===== src/rtl/mem2axi_deframer.sv =====
// Rebuilds 256-bit AXI4-Stream beats from 202-bit memory words: one header word carrying tuser,
// then 192-bit payload words tagged 1,2,3,4,1,... whose payload is packed LSB-first into beats.
module mem2axi_deframer #(
  parameter int DATA_W = 256,
  parameter int USER_W = 128,
  parameter int WORD_W = 202
) (
  input  logic                  clk,
  input  logic                  reset,
  input  logic [WORD_W-1:0]     din,
  input  logic                  din_valid,
  output logic                  din_ready,
  output logic [DATA_W-1:0]     m_axis_tdata,
  output logic [DATA_W/8-1:0]   m_axis_tstrb,
  output logic [USER_W-1:0]     m_axis_tuser,
  output logic                  m_axis_tlast,
  output logic                  m_axis_tvalid,
  input  logic                  m_axis_tready,
  output logic                  seq_err,
  output logic [31:0]           pkt_count
);

  localparam int PAY_W  = WORD_W - 10;
  localparam int ACC_W  = 2 * PAY_W;
  localparam int STRB_W = DATA_W / 8;

  typedef enum logic [1:0] {S_HDR, S_DATA, S_FLUSH, S_DROP} state_t;

  state_t              state_reg;
  logic [ACC_W-1:0]    acc_reg;
  logic [2:0]          exp_type_reg;
  logic                flush_pend_reg;
  logic [STRB_W-1:0]   flush_strb_reg;
  logic [USER_W-1:0]   tuser_reg;

  logic [PAY_W-1:0]    w_pay;
  logic [4:0]          w_last_idx;
  logic [2:0]          w_type;
  logic                w_last;
  logic                unused_bits;
  logic                out_free;
  logic                accept;
  logic [ACC_W-1:0]    combined;
  logic [STRB_W-1:0]   strb_last;

  assign w_pay       = din[WORD_W-1:10];
  assign w_last_idx  = din[9:5];
  assign w_type      = din[4:2];
  assign w_last      = din[1];
  assign unused_bits = din[0];

  assign out_free  = !m_axis_tvalid || m_axis_tready;
  assign din_ready = !reset && (state_reg != S_FLUSH) && out_free;
  assign accept    = din_valid && din_ready;

  // The word type fixes how many residue bits sit below the new payload.
  always_comb begin
    combined = '0;
    unique case (w_type)
      3'd1:    combined = ACC_W'(w_pay);
      3'd2:    combined = {w_pay, acc_reg[PAY_W-1:0]};
      3'd3:    combined = ACC_W'({w_pay, acc_reg[127:0]});
      default: combined = ACC_W'({w_pay, acc_reg[63:0]});
    endcase
  end

  for (genvar gi = 0; gi < STRB_W; gi++) begin : g_strb
    assign strb_last[gi] = (5'(gi) <= w_last_idx);
  end

  always_ff @(posedge clk) begin
    if (reset) begin
      state_reg      <= S_HDR;
      acc_reg        <= '0;
      exp_type_reg   <= 3'd1;
      flush_pend_reg <= 1'b0;
      flush_strb_reg <= '0;
      tuser_reg      <= '0;
      m_axis_tdata   <= '0;
      m_axis_tstrb   <= '0;
      m_axis_tuser   <= '0;
      m_axis_tlast   <= 1'b0;
      m_axis_tvalid  <= 1'b0;
      seq_err        <= 1'b0;
      pkt_count      <= '0;
    end else begin
      seq_err <= 1'b0;
      if (m_axis_tvalid && m_axis_tready) m_axis_tvalid <= 1'b0;

      unique case (state_reg)
        S_HDR: begin
          if (accept) begin
            if (w_type == 3'd0) begin
              tuser_reg    <= din[10 +: USER_W];
              exp_type_reg <= 3'd1;
              acc_reg      <= '0;
              if (!w_last) state_reg <= S_DATA;
            end else begin
              seq_err <= 1'b1;
              if (!w_last) state_reg <= S_DROP;
            end
          end
        end

        S_DATA: begin
          if (accept) begin
            if (w_type == exp_type_reg) begin
              if (w_last && w_type == 3'd2) begin
                // 384 bits pending: full beat now, the zero-padded rest from FLUSH.
                m_axis_tdata   <= combined[DATA_W-1:0];
                m_axis_tstrb   <= '1;
                m_axis_tlast   <= 1'b0;
                m_axis_tuser   <= tuser_reg;
                m_axis_tvalid  <= 1'b1;
                acc_reg        <= ACC_W'(combined[ACC_W-1:DATA_W]);
                flush_strb_reg <= strb_last;
                flush_pend_reg <= 1'b1;
                state_reg      <= S_FLUSH;
              end else if (w_last) begin
                m_axis_tdata  <= combined[DATA_W-1:0];
                m_axis_tstrb  <= strb_last;
                m_axis_tlast  <= 1'b1;
                m_axis_tuser  <= tuser_reg;
                m_axis_tvalid <= 1'b1;
                acc_reg       <= '0;
                pkt_count     <= pkt_count + 32'd1;
                state_reg     <= S_HDR;
              end else begin
                if (w_type == 3'd1) begin
                  acc_reg <= combined;
                end else begin
                  m_axis_tdata  <= combined[DATA_W-1:0];
                  m_axis_tstrb  <= '1;
                  m_axis_tlast  <= 1'b0;
                  m_axis_tuser  <= tuser_reg;
                  m_axis_tvalid <= 1'b1;
                  acc_reg       <= ACC_W'(combined[ACC_W-1:DATA_W]);
                end
                exp_type_reg <= (w_type == 3'd4) ? 3'd1 : w_type + 3'd1;
              end
            end else begin
              seq_err   <= 1'b1;
              acc_reg   <= '0;
              state_reg <= w_last ? S_HDR : S_DROP;
            end
          end
        end

        S_FLUSH: begin
          if (flush_pend_reg && out_free) begin
            m_axis_tdata   <= acc_reg[DATA_W-1:0];
            m_axis_tstrb   <= flush_strb_reg;
            m_axis_tlast   <= 1'b1;
            m_axis_tuser   <= tuser_reg;
            m_axis_tvalid  <= 1'b1;
            acc_reg        <= '0;
            flush_pend_reg <= 1'b0;
            pkt_count      <= pkt_count + 32'd1;
          end else if (!flush_pend_reg && m_axis_tvalid && m_axis_tready) begin
            state_reg <= S_HDR;
          end
        end

        S_DROP: begin
          if (accept && w_last) state_reg <= S_HDR;
        end
      endcase
    end
  end

endmodule


===== config.mk =====
export PLATFORM = sky130hd
export DESIGN_NAME = mem2axi_deframer
export DESIGN_NICKNAME = d
export VERILOG_FILES = /design/src/rtl/mem2axi_deframer.sv
export SDC_FILE = /design/constraint.sdc
export NUM_CORES = 2
export LEC_CHECK = 0
export ABC_AREA = 1
export CAP_MARGIN = 20
export CORE_ASPECT_RATIO = 0.75
export CORE_MARGIN = 8
export CORE_UTILIZATION = 40
export CTS_CLUSTER_DIAMETER = 200
export DETAILED_ROUTE_END_ITERATION = 16
export GPL_TIMING_DRIVEN = 0
export PLACE_DENSITY_LB_ADDON = 0.3
export RECOVER_POWER = 50
export SYNTH_ARGS = -nofsm -noshare
export SYNTH_HDL_FRONTEND = slang
export SYNTH_SLANG_ARGS = --single-unit

===== constraint.sdc =====
create_clock -name clk -period 4.4 [get_ports clk]
set_input_delay 0.88 -clock clk [delete_from_list [all_inputs] [get_ports clk]]
set_output_delay 0.88 -clock clk [all_outputs]
set_load 0.02 [all_outputs]

* Word-level counts from Yosys, hierarchy flattened
Index checks and enable logic that the tools add are counted.
** Storage, ports and cells
- Register bits after elaboration :: 873
- Input port bits :: 206
- Output and inout bits :: 452
** Operators by class
- $add $sub $neg :: 2
- Order comparisons :: 32
- Equality and inequality tests :: 24
- Muxes and demuxes :: 83
- Reduce and logical (&&, ||, !) cells :: 26
** Operator list (number)
- $mux 256 :: 14
- $pmux 384 s3 :: 1
- $mux 128 :: 6
- $pmux 256 s3 :: 1
- $pmux 256 s2 :: 1
- $mux 32 :: 11
- $pmux 128 s2 :: 1
- $pmux 32 s2 :: 2
- $le 5x5->1 const A :: 16
- $le 4x5->1 const A :: 8
- $add 32x1->32 const B :: 1
- $ne 2x2->1 const B :: 14
- $mux 2 :: 12
- $mux 1 :: 21
- $mux 3 :: 7
- $le 3x5->1 const A :: 4
- $reduce_and 5->1 :: 3
- $reduce_and 7->1 :: 2
- $le 1x5->1 const A :: 2
- $le 2x5->1 const A :: 2
- $logic_and 1x1->1 :: 9
- $ne 4x4->1 const B :: 2
- $pmux 1 s2 :: 4
- $pmux 2 s4 :: 1
- other kinds (17) :: 22

* Logic depth before layout (Yosys ltp)
- Depth in word-level cells :: 8
- Gate-level depth with buffers :: 14
- Gate-level depth less buffers :: 12

* Worst setup path before layout
OpenSTA, ideal clock, no wires.
- Kind :: input to register
- From :: input port din[2]
- To :: register m_axis_tdata[153]
- Setup time :: 113 ps
- Data arrival time :: 2463 ps
- Required time :: 4287 ps
- Setup slack :: 1824 ps
- Cell stages on the path :: 13
- Buffers on the path :: 3
- Cell sequence :: ha_1 ha_1 buf_2 inv_2 clkbuf_1 buf_1 o22ai_1 inv_1 nand3_1 nand2_1 nand2_1 nor2_1 nor2_1
** On the way
- Word-level cells in the longest chain between the ends :: 8
** Ends and longest elaborated chain
- from (decl) :: line 10 : input logic [WORD_W-1:0] din,
- $eq 3x2->1 (tied with other cells) :: line 59 : unique case (w_type)
- $pmux 384 s3 :: line 59
- $mux 256 :: line 129 : if (w_type == 3'd1) begin
- $mux 256 :: line 119 : end else if (w_last) begin
- $mux 256 :: line 108 : if (w_last && w_type == 3'd2) begin
- $mux 256 :: line 107 : if (w_type == exp_type_reg) begin
- $mux 256 :: line 106 : if (accept) begin
- $pmux 256 s2 :: line 90 : unique case (state_reg)
- to (signal assigned) :: line 110 : m_axis_tdata <= combined[DATA_W-1:0];
- to (signal assigned) :: line 120 : m_axis_tdata <= combined[DATA_W-1:0];
- to (signal assigned) :: line 132 : m_axis_tdata <= combined[DATA_W-1:0];
- to (decl) :: line 13 : output logic [DATA_W-1:0] m_axis_tdata,
Several ways; a longest one is shown, not always the timed one. The select of a mux whose other input is x is not followed.
A chain may end at the register's enable or synchronous reset.

* Final worst setup path
- From :: input port din[2]
- To :: register acc_reg[94]
** On the way
- Word-level cells in the longest chain between the ends :: 8
** Ends and longest elaborated chain
- $eq 3x2->1 (tied with other cells) :: line 59
- $pmux 384 s3 :: line 59
- $mux 256 :: line 129
- $mux 256 :: line 119
- $mux 256 :: line 108
- $mux 256 :: line 107
- $mux 256 :: line 106
- $pmux 256 s3 :: line 90
- to (signal assigned) :: line 115 : acc_reg <= ACC_W'(combined[ACC_W-1:DATA_W]);
- to (signal assigned) :: line 130 : acc_reg <= combined;
- to (signal assigned) :: line 137 : acc_reg <= ACC_W'(combined[ACC_W-1:DATA_W]);
- to (decl) :: line 30 : logic [ACC_W-1:0] acc_reg;
Several ways; a longest one is shown, not always the timed one. The select of a mux whose other input is x is not followed.

==> flow_summary.toml <==
[power]
combPwrFrac_pct = 43.9
p_int_mw = 19.1
seq_power_share_pct = 30.6
leakagePower_nw = 29.4
power_mw = 34.0
power.switching_mw = 14.9
p_sw_share_pct = 43.8
ir_drop_mv = 0.427
p_clk_share_pct = 25.5
powerDensity_nw_per_um2 = 580

[floorplanning]
die-width_um = 410
io_pins = 658
initial_core_util_pct = 40.4
num_rows = 108
core-area_sq_um = 116000
die-area_sq_um = 128000
fp.dieH_um = 312

[routing]
routed_wl_mm = 230
route.met2.wl_mm = 95.3
drcViolationCount = 0
ant_nets = 0
wl_met3_mm = 28.3
dr.first_iter.drc_count = 6712
met1_length_mm = 94.9
vias = 54300
post_drt_wl_per_cell_um = 22.2
avgViaCountPerCell = 5.24
dr.max_layer_used = "met5"
firstDrtPassIters = 9

[cts]
clock_latency_ns = 0.72
postCtsHoldBufs = 0
cts_max_path_buffers = 3
cts_tree = "done"
htree_levels = 3
cts.clk_slew.worst_paths_ns = 0.07
cts.repair.resized = 0
root_buffer = "clkbuf_16"
clock_sinks = 873
cts-buffers-inserted = 95

[setup_path]
required_ns = 5.04
path_cells = "dlygate4sd3_1, inv_1, ha_1, inv_1, nor2_1, o21ai_0, clkbuf_1, clkbuf_1, nor2_1, nand3_1, nand2_1, nor2_1, nor2_1"
max_stage_delay_ns = 0.91
crit_slowest_cell = "o21ai_0"
end_kind = "register"
cpMostUsedCell = "nor2_1"
cp_max_fo = 10
crit_family = "buffers and inverters"
critPathLaunchType = "primary input"
rr_worst_depth = 13
worstSetupPathType = "in2reg"
arrival_ns = 4.91
cp.buffers_inverters = 5
path_depth = 13

[global_routing]
grt_max_degree = 15
grt_pass1_wl_mm = 330
antenna_found_initial = 34
grt_pass1_vias = 49800
grt.overflow.total = 0
track_usage_pct = 34.0

[status]
status = "finished with violations"
violations = "capacitance limit, slew limit"

[synth]
avgSynthCellArea_sq_um = 5.85
synthFlopType = "dfxtp_1"
yosys_warnings = 0
mappedNetlistNets = 8191
synth-edff-count = 0
ys_seq_area_share_pct = 37.4
synthXorXnorAreaFrac_pct = 0.300
synthArstFlopShare_pct = 0
netlist_area_sq_um = 46700
synth-simple-area-share_pct = 40.6
synth_top_family_by_area = "simple AND/OR/NAND/NOR gates"
synth_compound_gate_area_share_pct = 8.40
synthDistinctLibCells = 33
synth_fa_ha_area_share_pct = 0.268
ys_ff_latch = 873
synth.area.mux_share_pct = 0
syn_inst = 7975

[worst_hold_path]
hp-class = "reg2reg"
holdPathStages = 2

[timing]
finalCriticalPeriod_ns = 4.27
rsz0062_at_grt = "false"
holdWs_ns = 0.454
maxSlewHeadroom_pct = -27.0
hold_viol = 0
maxSlewViolCount = 28
fin_crit_sh_pct = 97.0
fmax_ghz = 0.234
tightest_slew_ns = 1.91
setup_viol = 0
skew_ns = 0.0288

[place]
placement.io_buffers = 653
hpwlAfterDp_mm = 177
gp_congestion = 0.978

[run]
cap_violations = 3

[final_layout]
layout-drive-gt1-share_pct = 4.44
nNetsFinal = 8953
area_delta_synth_final_pct = 25.5
## worst paths after layout
kind	startpoint	end	slack, ns
min reg2reg	flush_strb_reg[9]	flush_strb_reg[9]	0.45
max reg2reg	state_reg[0]	m_axis_tuser[125]	0.25
max	din[2]	acc_reg[94]	0.13
min	flush_strb_reg[9]	flush_strb_reg[9]	0.45
## final cells by class
class	instances	area [sq um]
timing repair buffer	666	6710
fill	12100	57100
inverter	968	3630
buffer	505	2380
sequential	873	17500
antenna	22	55.1
tap	1540	1930
clock buffer	125	2720
clock inverter	47	561
multi-input combinational	5628	23100
## repair_timing
item / CTS / global route
buffers inserted: 0 / 0
endpoints found under the setup margin: 0 / 3
hold endpoints to repair: 0 / 0
## cell usage after synthesis (23+ instances only)
library cell | instances | area share, %
a21oi_1 | 453 | 4.9
buf_1 | 43 | 0.35
buf_2 | 158 | 1.7
buf_6 | 39 | 0.94
clkbuf_1 | 258 | 2.1
dfxtp_1 | 873 | 37
inv_1 | 958 | 7.7
nand2_1 | 2905 | 23
nand3_1 | 354 | 3.8
nand4_1 | 36 | 0.48
nor2_1 | 1514 | 12
nor3_1 | 23 | 0.25
o21ai_0 | 65 | 0.70
o21ai_1 | 30 | 0.32
o22ai_1 | 185 | 2.5
## power by group through the flow
| stage | logic, mW | clock network [mW] | registers (mW) |
|---|---|---|---|
| after floorplan | 6.41 | 0 | 12.1 |
| after global routing | 16.1 | 9.04 | 10.5 |
| after global placement | 15.0 | 0 | 10.6 |
| after detailed placement | 15.2 | 0 | 10.6 |
| after CTS | 15.3 | 8.72 | 10.5 |
| final | 14.9 | 8.67 | 10.4 |
## cell families after synthesis
logic type / after synthesis
and+or+nand+nor: 4866
buffers and inverters: 1474
DFF: 873
AOI/OAI and AO/OA: 736
xor gates and xnor gates: 16
adders and majority gates: 10
## placed cells by master (no fill, tap or decap), types with 13 or more instances in the layout
cell	Yosys	final
buf_2	158	146
clkdlybuf4s50_1	0	201
o21ai_1	30	29
o21ai_0	65	66
clkbuf_1	258	277
nor2_1	1514	1516
nor3_1	23	24
nand3b_1	13	13
dlygate4sd3_1	0	452
clkinv_2	0	22
nand3_1	354	355
o22ai_1	185	185
diode_2	0	22
buf_1	43	42
a21oi_1	453	453
inv_1	958	960
buf_6	39	36
clkbuf_8	0	17
nand2_1	2905	2906
clkbuf_16	0	98
dfxtp_1	873	873
nand4_1	36	36
## through the flow
step | TNS [ns] | util, % | area [sq um] | setup slack (ns) | instances
floorplan | 0 | - | 46700 | 1.82 | 7975
detailed placement | -7.08 | 47.8 | 55300 | -0.617 | 10200
finish | 0 | 50.7 | 58600 | 0.133 | 10400
CTS | 0 | 50.7 | 58600 | 0.115 | 10400
global placement | -44.38 | 47.7 | 55100 | -0.799 | 10200
global route | 0 | 50.6 | 58600 | 0.187 | 10400
## metal layers
layer | up-vias | global-route usage [%]
met2 | 2906 | 50.6
met1 | 25200 | 45.3
met4 | 12 | 14.9
met5 | - | 0
li1 | 25700 | -
met3 | 526 | 10.4
## tightest hold or removal path: stages, from the launching register on
cell and delay (ns):
dfxtp_1 0.30, inv_1 0.06, a21oi_1 0.06
Power figures use the tool's default switching activity.
